File: src/rtl/kamikaze_decode_pkg.sv
// Shared constants for the kamikaze decode stage: ALU function codes, opcodes,
// and the funct3 legality helper also used by the execute stage.
package kamikaze_decode_pkg;

  typedef enum logic [2:0] {
    ALU_ADD = 3'b000,
    ALU_XOR = 3'b100,
    ALU_OR  = 3'b110,
    ALU_AND = 3'b111
  } alu_func_e;

  localparam logic [6:0] OPC_OP_IMM = 7'b0010011;
  localparam logic [6:0] OPC_OP     = 7'b0110011;
  localparam logic [6:0] OPC_LUI    = 7'b0110111;
  localparam logic [6:0] OPC_AUIPC  = 7'b0010111;
  localparam logic [6:0] F7_BASE    = 7'b0000000;

  // funct3 doubles as the ALU function code, so only the four ALU codes are legal.
  function automatic logic func_supported(input logic [2:0] funct3);
    return (funct3 == ALU_ADD) || (funct3 == ALU_XOR) ||
           (funct3 == ALU_OR)  || (funct3 == ALU_AND);
  endfunction

endpackage

File: src/rtl/kamikaze_decode_scoreboard.sv
// Busy-bit scoreboard for the kamikaze decode stage: one bit per architectural
// register, set on issue, cleared by writeback or flush, two hazard lookups.
module kamikaze_scoreboard
  import kamikaze_decode_pkg::*;
#(
  parameter int RF_AW = 5
) (
  input  logic             clk_i,
  input  logic             rst_i,
  input  logic             set_en,
  input  logic [RF_AW-1:0] set_rd,
  input  logic             clr_en,
  input  logic [RF_AW-1:0] clr_rd,
  input  logic             flush_en,
  input  logic [RF_AW-1:0] flush_rd,
  input  logic [RF_AW-1:0] rs1,
  input  logic [RF_AW-1:0] rs2,
  output logic             busy1,
  output logic             busy2
);

  localparam int NREG = 1 << RF_AW;

  logic [NREG-1:0] busy;
  logic [NREG-1:0] busy_next;

  // NOTE: every variable assigned in always_comb gets a default first, so no
  // path can leave it unassigned and infer a latch.
  always_comb begin
    busy_next = busy;
    if (clr_en)   busy_next[clr_rd]   = 1'b0;
    if (flush_en) busy_next[flush_rd] = 1'b0;
    // Applied last so an issue wins over a same-cycle clear of that register.
    if (set_en)   busy_next[set_rd]   = 1'b1;
    busy_next[0] = 1'b0;
  end

  // NOTE: the busy array is small state that must start empty, so unlike a
  // RAM it is reset in full rather than left uninitialised.
  always_ff @(posedge clk_i or negedge rst_i) begin
    if (!rst_i) busy <= '0;
    else        busy <= busy_next;
  end

  assign busy1 = busy[rs1];
  assign busy2 = busy[rs2];

endmodule

File: src/rtl/kamikaze_decode.sv
// Decode stage of the kamikaze RV32 pipeline with RAW interlock scoreboard.
// Define KAMIKAZE_UIMM_EN to decode LUI and AUIPC; otherwise they are illegal.
module kamikaze_decode
  import kamikaze_decode_pkg::*;
#(
  parameter int RF_AW = 5
) (
  input  logic             clk_i,
  input  logic             rst_i,
  input  logic [31:0]      inst_i,
  input  logic [31:0]      pc_i,
  input  logic             valid_i,
  output logic             ready_o,
  output logic [RF_AW-1:0] rf_raddr1_o,
  output logic [RF_AW-1:0] rf_raddr2_o,
  input  logic [31:0]      rf_rdata1_i,
  input  logic [31:0]      rf_rdata2_i,
  input  logic             wb_valid_i,
  input  logic [RF_AW-1:0] wb_rd_i,
  input  logic             flush_i,
  input  logic             ready_i,
  output logic             valid_o,
  output logic [31:0]      alu_op1_o,
  output logic             alu_op2_sel_o,
  output logic [31:0]      alu_op2_o,
  output logic [31:0]      alu_op2_imm_o,
  output logic [2:0]       alu_func_o,
  output logic [RF_AW-1:0] rd_o,
  output logic [31:0]      pc_o,
  output logic             illegal_o
);

  logic [6:0]       opcode;
  logic [2:0]       funct3;
  logic [6:0]       funct7;
  logic [RF_AW-1:0] rd;

  logic        is_legal;
  logic        rs1_used;
  logic        rs2_used;
  logic        dec_sel;
  logic [31:0] dec_op1;
  logic [31:0] dec_imm;
  logic [2:0]  dec_func;

  logic busy1;
  logic busy2;
  logic hazard;
  logic load;
  logic issue;

  assign opcode      = inst_i[6:0];
  assign funct3      = inst_i[14:12];
  assign funct7      = inst_i[31:25];
  assign rd          = inst_i[7 +: RF_AW];
  assign rf_raddr1_o = inst_i[15 +: RF_AW];
  assign rf_raddr2_o = inst_i[20 +: RF_AW];

  always_comb begin
    is_legal = 1'b0;
    rs1_used = 1'b0;
    rs2_used = 1'b0;
    dec_sel  = 1'b0;
    dec_op1  = rf_rdata1_i;
    dec_imm  = {{20{inst_i[31]}}, inst_i[31:20]};
    dec_func = funct3;
    case (opcode)
      OPC_OP_IMM: begin
        is_legal = func_supported(funct3);
        rs1_used = 1'b1;
      end
      OPC_OP: begin
        is_legal = func_supported(funct3) && (funct7 == F7_BASE);
        rs1_used = 1'b1;
        rs2_used = 1'b1;
        dec_sel  = 1'b1;
      end
`ifdef KAMIKAZE_UIMM_EN
      OPC_LUI: begin
        is_legal = 1'b1;
        dec_op1  = '0;
        dec_imm  = {inst_i[31:12], 12'b0};
        dec_func = ALU_ADD;
      end
      OPC_AUIPC: begin
        is_legal = 1'b1;
        dec_op1  = pc_i;
        dec_imm  = {inst_i[31:12], 12'b0};
        dec_func = ALU_ADD;
      end
`endif
      default: ;
    endcase
  end

  // Illegal instructions never stall: they are consumed and dropped.
  assign hazard  = valid_i && is_legal &&
                   ((rs1_used && busy1) || (rs2_used && busy2));
  assign ready_o = (!valid_o || ready_i) && !hazard && !flush_i;
  assign load    = valid_i && ready_o;
  assign issue   = load && is_legal;

  kamikaze_scoreboard #(.RF_AW(RF_AW)) u_scoreboard (
    .clk_i    (clk_i),
    .rst_i    (rst_i),
    .set_en   (issue),
    .set_rd   (rd),
    .clr_en   (wb_valid_i),
    .clr_rd   (wb_rd_i),
    .flush_en (flush_i && valid_o),
    .flush_rd (rd_o),
    .rs1      (rf_raddr1_o),
    .rs2      (rf_raddr2_o),
    .busy1    (busy1),
    .busy2    (busy2)
  );

  // NOTE: sequential state uses non-blocking assignments so every register
  // samples pre-edge values regardless of statement order.
  always_ff @(posedge clk_i or negedge rst_i) begin
    if (!rst_i) begin
      valid_o       <= 1'b0;
      illegal_o     <= 1'b0;
      alu_op1_o     <= '0;
      alu_op2_sel_o <= 1'b0;
      alu_op2_o     <= '0;
      alu_op2_imm_o <= '0;
      alu_func_o    <= ALU_ADD;
      rd_o          <= '0;
      pc_o          <= '0;
    end else begin
      illegal_o <= 1'b0;
      if (flush_i) begin
        valid_o <= 1'b0;
      end else if (load) begin
        valid_o       <= is_legal;
        illegal_o     <= !is_legal;
        alu_op1_o     <= dec_op1;
        alu_op2_sel_o <= dec_sel;
        alu_op2_o     <= rf_rdata2_i;
        alu_op2_imm_o <= dec_imm;
        alu_func_o    <= dec_func;
        rd_o          <= is_legal ? rd : '0;
        pc_o          <= pc_i;
      end else if (valid_o && ready_i) begin
        valid_o <= 1'b0;
      end
    end
  end

endmodule
File: config.mk
export PLATFORM = sky130hd
export DESIGN_NAME = kamikaze_decode
export DESIGN_NICKNAME = d
export VERILOG_FILES = /design/src/rtl/kamikaze_decode_pkg.sv /design/src/rtl/kamikaze_decode_scoreboard.sv /design/src/rtl/kamikaze_decode.sv
export SDC_FILE = /design/constraint.sdc
export NUM_CORES = 1
export LEC_CHECK = 0
export BUFFER_PORTS_ARGS = -buffer_cell sky130_fd_sc_hd__buf_2
export CAP_MARGIN = 20
export CELL_PAD_IN_SITES_DETAIL_PLACEMENT = 1
export CELL_PAD_IN_SITES_GLOBAL_PLACEMENT = 1
export CORE_ASPECT_RATIO = 0.6
export CORE_MARGIN = 2
export CORE_UTILIZATION = 30
export CTS_CLUSTER_DIAMETER = 30
export DETAILED_ROUTE_END_ITERATION = 10
export GPL_ROUTABILITY_DRIVEN = 1
export PLACE_DENSITY_LB_ADDON = 0.1
export SYNTH_ARGS = -nofsm -noshare
export SYNTH_HDL_FRONTEND = slang
export SYNTH_SLANG_ARGS = --single-unit
File: constraint.sdc
create_clock -name clk_i -period 2.1 [get_ports clk_i]
set_input_delay 0.21 -clock clk_i [delete_from_list [all_inputs] [get_ports clk_i]]
set_output_delay 0.21 -clock clk_i [all_outputs]
set_load 0.01 [all_outputs]
==> results.md <==
* Post-layout worst setup margin at -0.5448 ns
* Share of Yosys cell area claimed by the top area cell type at between 50% and 60%
* Count of endpoints failing setup in the final report at 150
* Routed wire length at 28,570 um
* Mapped Area at 6912 um^2
* Clock-pin transition on the worst setup and hold timing paths at 0.06 ns
* Type of element capturing the critical path: flip-flop
* Nets in the synthesized netlist at about 650
* Die W at 200.0 um
* Post-route fraction of the period consumed by the critical path at 125.9%
* Number of enable-type register cells in the synthesized netlist at 0
* Vias/cell at 4.993
* Final hold vios at 0
* Portion of the post-synthesis area used by sequential elements at 54.31%
* Core box area at 22,330 um^2
* Sort of element at the start of the critical path: flip-flop
* Detailed router's first-iteration violation count at between 300 and 400
* Core occupancy in the finished layout at about half
* Number of cell rows at 42
* Sum of negative setup slack at -68.19 ns
* Worst-path maximum fanout at 5
* Number of maximum-capacitance violations at 0
* Drc violations at 0
* Library cell with the largest summed area after synthesis: sky130_fd_sc_hd__dfrtp_1
* Antenna violations before repair at 0
* Final weighted congestion of routability-driven global placement at 0.7894
* Vias in the first global route at 6,901
* Fillers at approximately 2,300
* Average instance area after synthesis at 13.58 um^2
* Clock tree buffer depth at 2
* Post-route cell area at roughly 12,000 um^2
* Violated checks: negative setup slack
* Worst setup slack before clock tree synthesis at -0.5933 ns
* Most numerous cell in the Yosys netlist: sky130_fd_sc_hd__dfrtp_1
* Post-detailed-placement cell area at 8977 um^2
* Type of the worst min-delay path: in -> reg
* Startpoint-to-endpoint class of the critical path: reg -> reg
* Most instantiated flip-flop cell in the synthesis netlist: sky130_fd_sc_hd__dfrtp_1
* Final Critical Period at 2.645 ns
* Initial cell density of the core at 30.95%
* Number of cells on the worst hold path at 2
* Yosys warns at 0
* Setup repair after global routing missed its margin: yes
* Number of nets with antenna violations after routing at 0
* Post-synth top cells: sky130_fd_sc_hd__dfrtp_1 (150), sky130_fd_sc_hd__mux2_2 (92), sky130_fd_sc_hd__buf_4 (31), sky130_fd_sc_hd__o221ai_1 (31), sky130_fd_sc_hd__o31ai_1 (31)
* Required time of the worst setup path at 2.42 ns
* P_leak at between 0.005 and 0.006 uW
* Count of mapped cells out of synthesis at a little over 500
* Routed wire length per instance at 22.84 um
* Root buffer cell: sky130_fd_sc_hd__clkbuf_16
* Final nets at between 1,000 and 1,500
* Ratio of cells with drive above 1 in the final layout at 60.98%
* Worst slew margin relative to its limit at 57.69%
* Slew @ Worst Pin at 0.6331 ns
* GRT Residual Overflow at 0
* Fraction of registers with async set or reset after synthesis at 100.0%
* Max VDD drop at 576.3 uV
* Clk_lat worst skew at ~0.44 ns
* Pwr/cell area at 740.4 nW/um^2
* Worst clock skew on the final layout at about 0.013 ns
* Post-DP HPWL at 18,980 um
* Max Freq at 378.1 MHz
* Number of vias after detailed routing at ~6,200
* Drt pass-1 iters at 4
* Largest net degree at the start of global routing at 62
* Final max-slew violation count at 0
* TritonCTS clock tree: done
* Data arrival time at the worst-slack endpoint at about 3.0 ns
* Number of H-tree levels at 4
* Number of clock buffers inserted by TritonCTS at 17
* Final antenna diode count at 0
* Number of I/O port buffers at 288
* Area of the die at between 20,000 and 25,000 um^2
* Worst reg-to-reg path cell count at 10
* Power, Total at roughly 8600 uW
* Number of clock sinks at 150
* Global routing usage summed across all routing layers at between 20% and 30%
* Io pins at 289
* Area contributors post-synth: sky130_fd_sc_hd__dfrtp_1 (54%), sky130_fd_sc_hd__mux2_2 (15%), sky130_fd_sc_hd__mux2_1 (4.1%), sky130_fd_sc_hd__o221ai_1 (3.9%), sky130_fd_sc_hd__buf_4 (3.4%)
* Growth of design area from synthesis to finish at 67.63%
* Number of storage elements in the synthesis netlist at 150
* Cell variety after synth at 38
* Vertical die dimension at 121.6 um
* Wire length of the first global-routing pass at 41,460 um
* Result of the run: finished, violations left
[routing by layer]
metal	up-vias	wire, um	global-route usage (%)
met5	-	0	0
met4	0	302	5.000
met3	23	2615	9.856
met2	268	13040	35.63
met1	3208	12610	30.57
li1	2747	-	-
[stage by stage]
stage          std cells  hold WS [ns]
6_report            1251       0.01680
3_3_place_gp        1109        0.1592
2_1_floorplan        509      -0.08559
4_1_cts             1240     0.0005541
3_5_place_dp        1109        0.1697
5_1_grt             1251      0.003065
[final timing paths]
path	start	end	slack (ns)
worst min register to register	alu_op1_o[0]	alu_op1_o[0]	0.51
max in group asynchronous	rst_i	alu_op2_o[6]	1.12
worst max-delay path	u_scoreboard.busy[11]	alu_op1_o[24]	-0.54
worst max register to register	u_scoreboard.busy[11]	alu_op1_o[24]	-0.54
min in group asynchronous	rst_i	alu_op1_o[26]	0.25
worst min-delay path	rf_rdata1_i[15]	alu_op1_o[15]	0.02
[where the power goes]
| group | switching [uW] | internal, uW |
|---|---|---|
| clock | 1260 | 1990 |
| combinational | 861 | 1050 |
| sequential | 215 | 3210 |
[worst max-delay path, cell delays in order, from the launching register on]
cell and delay [ns]:
sky130_fd_sc_hd__dfrtp_1 0.44, sky130_fd_sc_hd__mux2i_1 0.12, sky130_fd_sc_hd__mux4_2 0.48, sky130_fd_sc_hd__nand3b_1 0.15, sky130_fd_sc_hd__o311ai_4 0.11, sky130_fd_sc_hd__buf_4 0.15
sky130_fd_sc_hd__o311ai_4 0.23, sky130_fd_sc_hd__buf_6 0.21, sky130_fd_sc_hd__buf_12 0.16, sky130_fd_sc_hd__clkbuf_16 0.16, sky130_fd_sc_hd__mux2_4 0.29
[final cells by class]
type / instances / area, um^2 / share of cell area [%]
clock buffers: 23 / 488.0 / 4.212
well taps: 308 / 385.4 / 3.326
inverters: 7 / 26.28 / 0.2268
multi-input cells: 296 / 3430 / 29.60
clock inverters: 7 / 120.1 / 1.037
repair buffers: 460 / 3374 / 29.13
flip-flops and latches: 150 / 3762 / 32.47
[kinds of logic after synthesis]
| family | Yosys count | synth area share (%) |
|---|---|---|
| multiplexers | 147 | 24.67 |
| flip-flops | 150 | 54.31 |
| AND/OR/NAND/NOR | 70 | 5.594 |
| AO/OA/AOI/OAI | 79 | 9.667 |
| buffers and inverters | 63 | 5.757 |
[registers in the layout (all words and copies together), names as in the netlist]
signal             cells
valid_o                1
rd_o                   5
alu_op2_imm_o         12
alu_func_o             3
alu_op1_o             32
alu_op2_sel_o          1
alu_op2_o             32
pc_o                  32
u_scoreboard.busy     31
illegal_o              1
[cells in the final DEF, fill, tap and decap left out, drive strengths merged, types with 3 or more instances in the layout]
cell / synthesis / final
buf: 47 / 368
dfrtp: 150 / 150
mux2: 117 / 117
dlygate4sd3: 0 / 87
o221ai: 31 / 31
o31ai: 31 / 31
clkbuf: 9 / 27
mux2i: 23 / 23
nand2: 17 / 17
nand3: 13 / 13
nand3b: 12 / 12
nor2: 8 / 8
mux4: 7 / 7
inv: 7 / 7
o2bb2ai: 5 / 5
or3b: 4 / 4
or3: 3 / 3
bufinv: 0 / 3
clkinv: 0 / 3
[repair_timing]
item,CTS,global route
setup buffers,13,3
hold endpoints to repair,125,4
hold buffers,83,4
cloned,5,6
pin swaps,4,4
gates resized for setup,133,54
endpoints found under the setup margin,150,150
No activity file was read; power rests on OpenSTA's default activity.
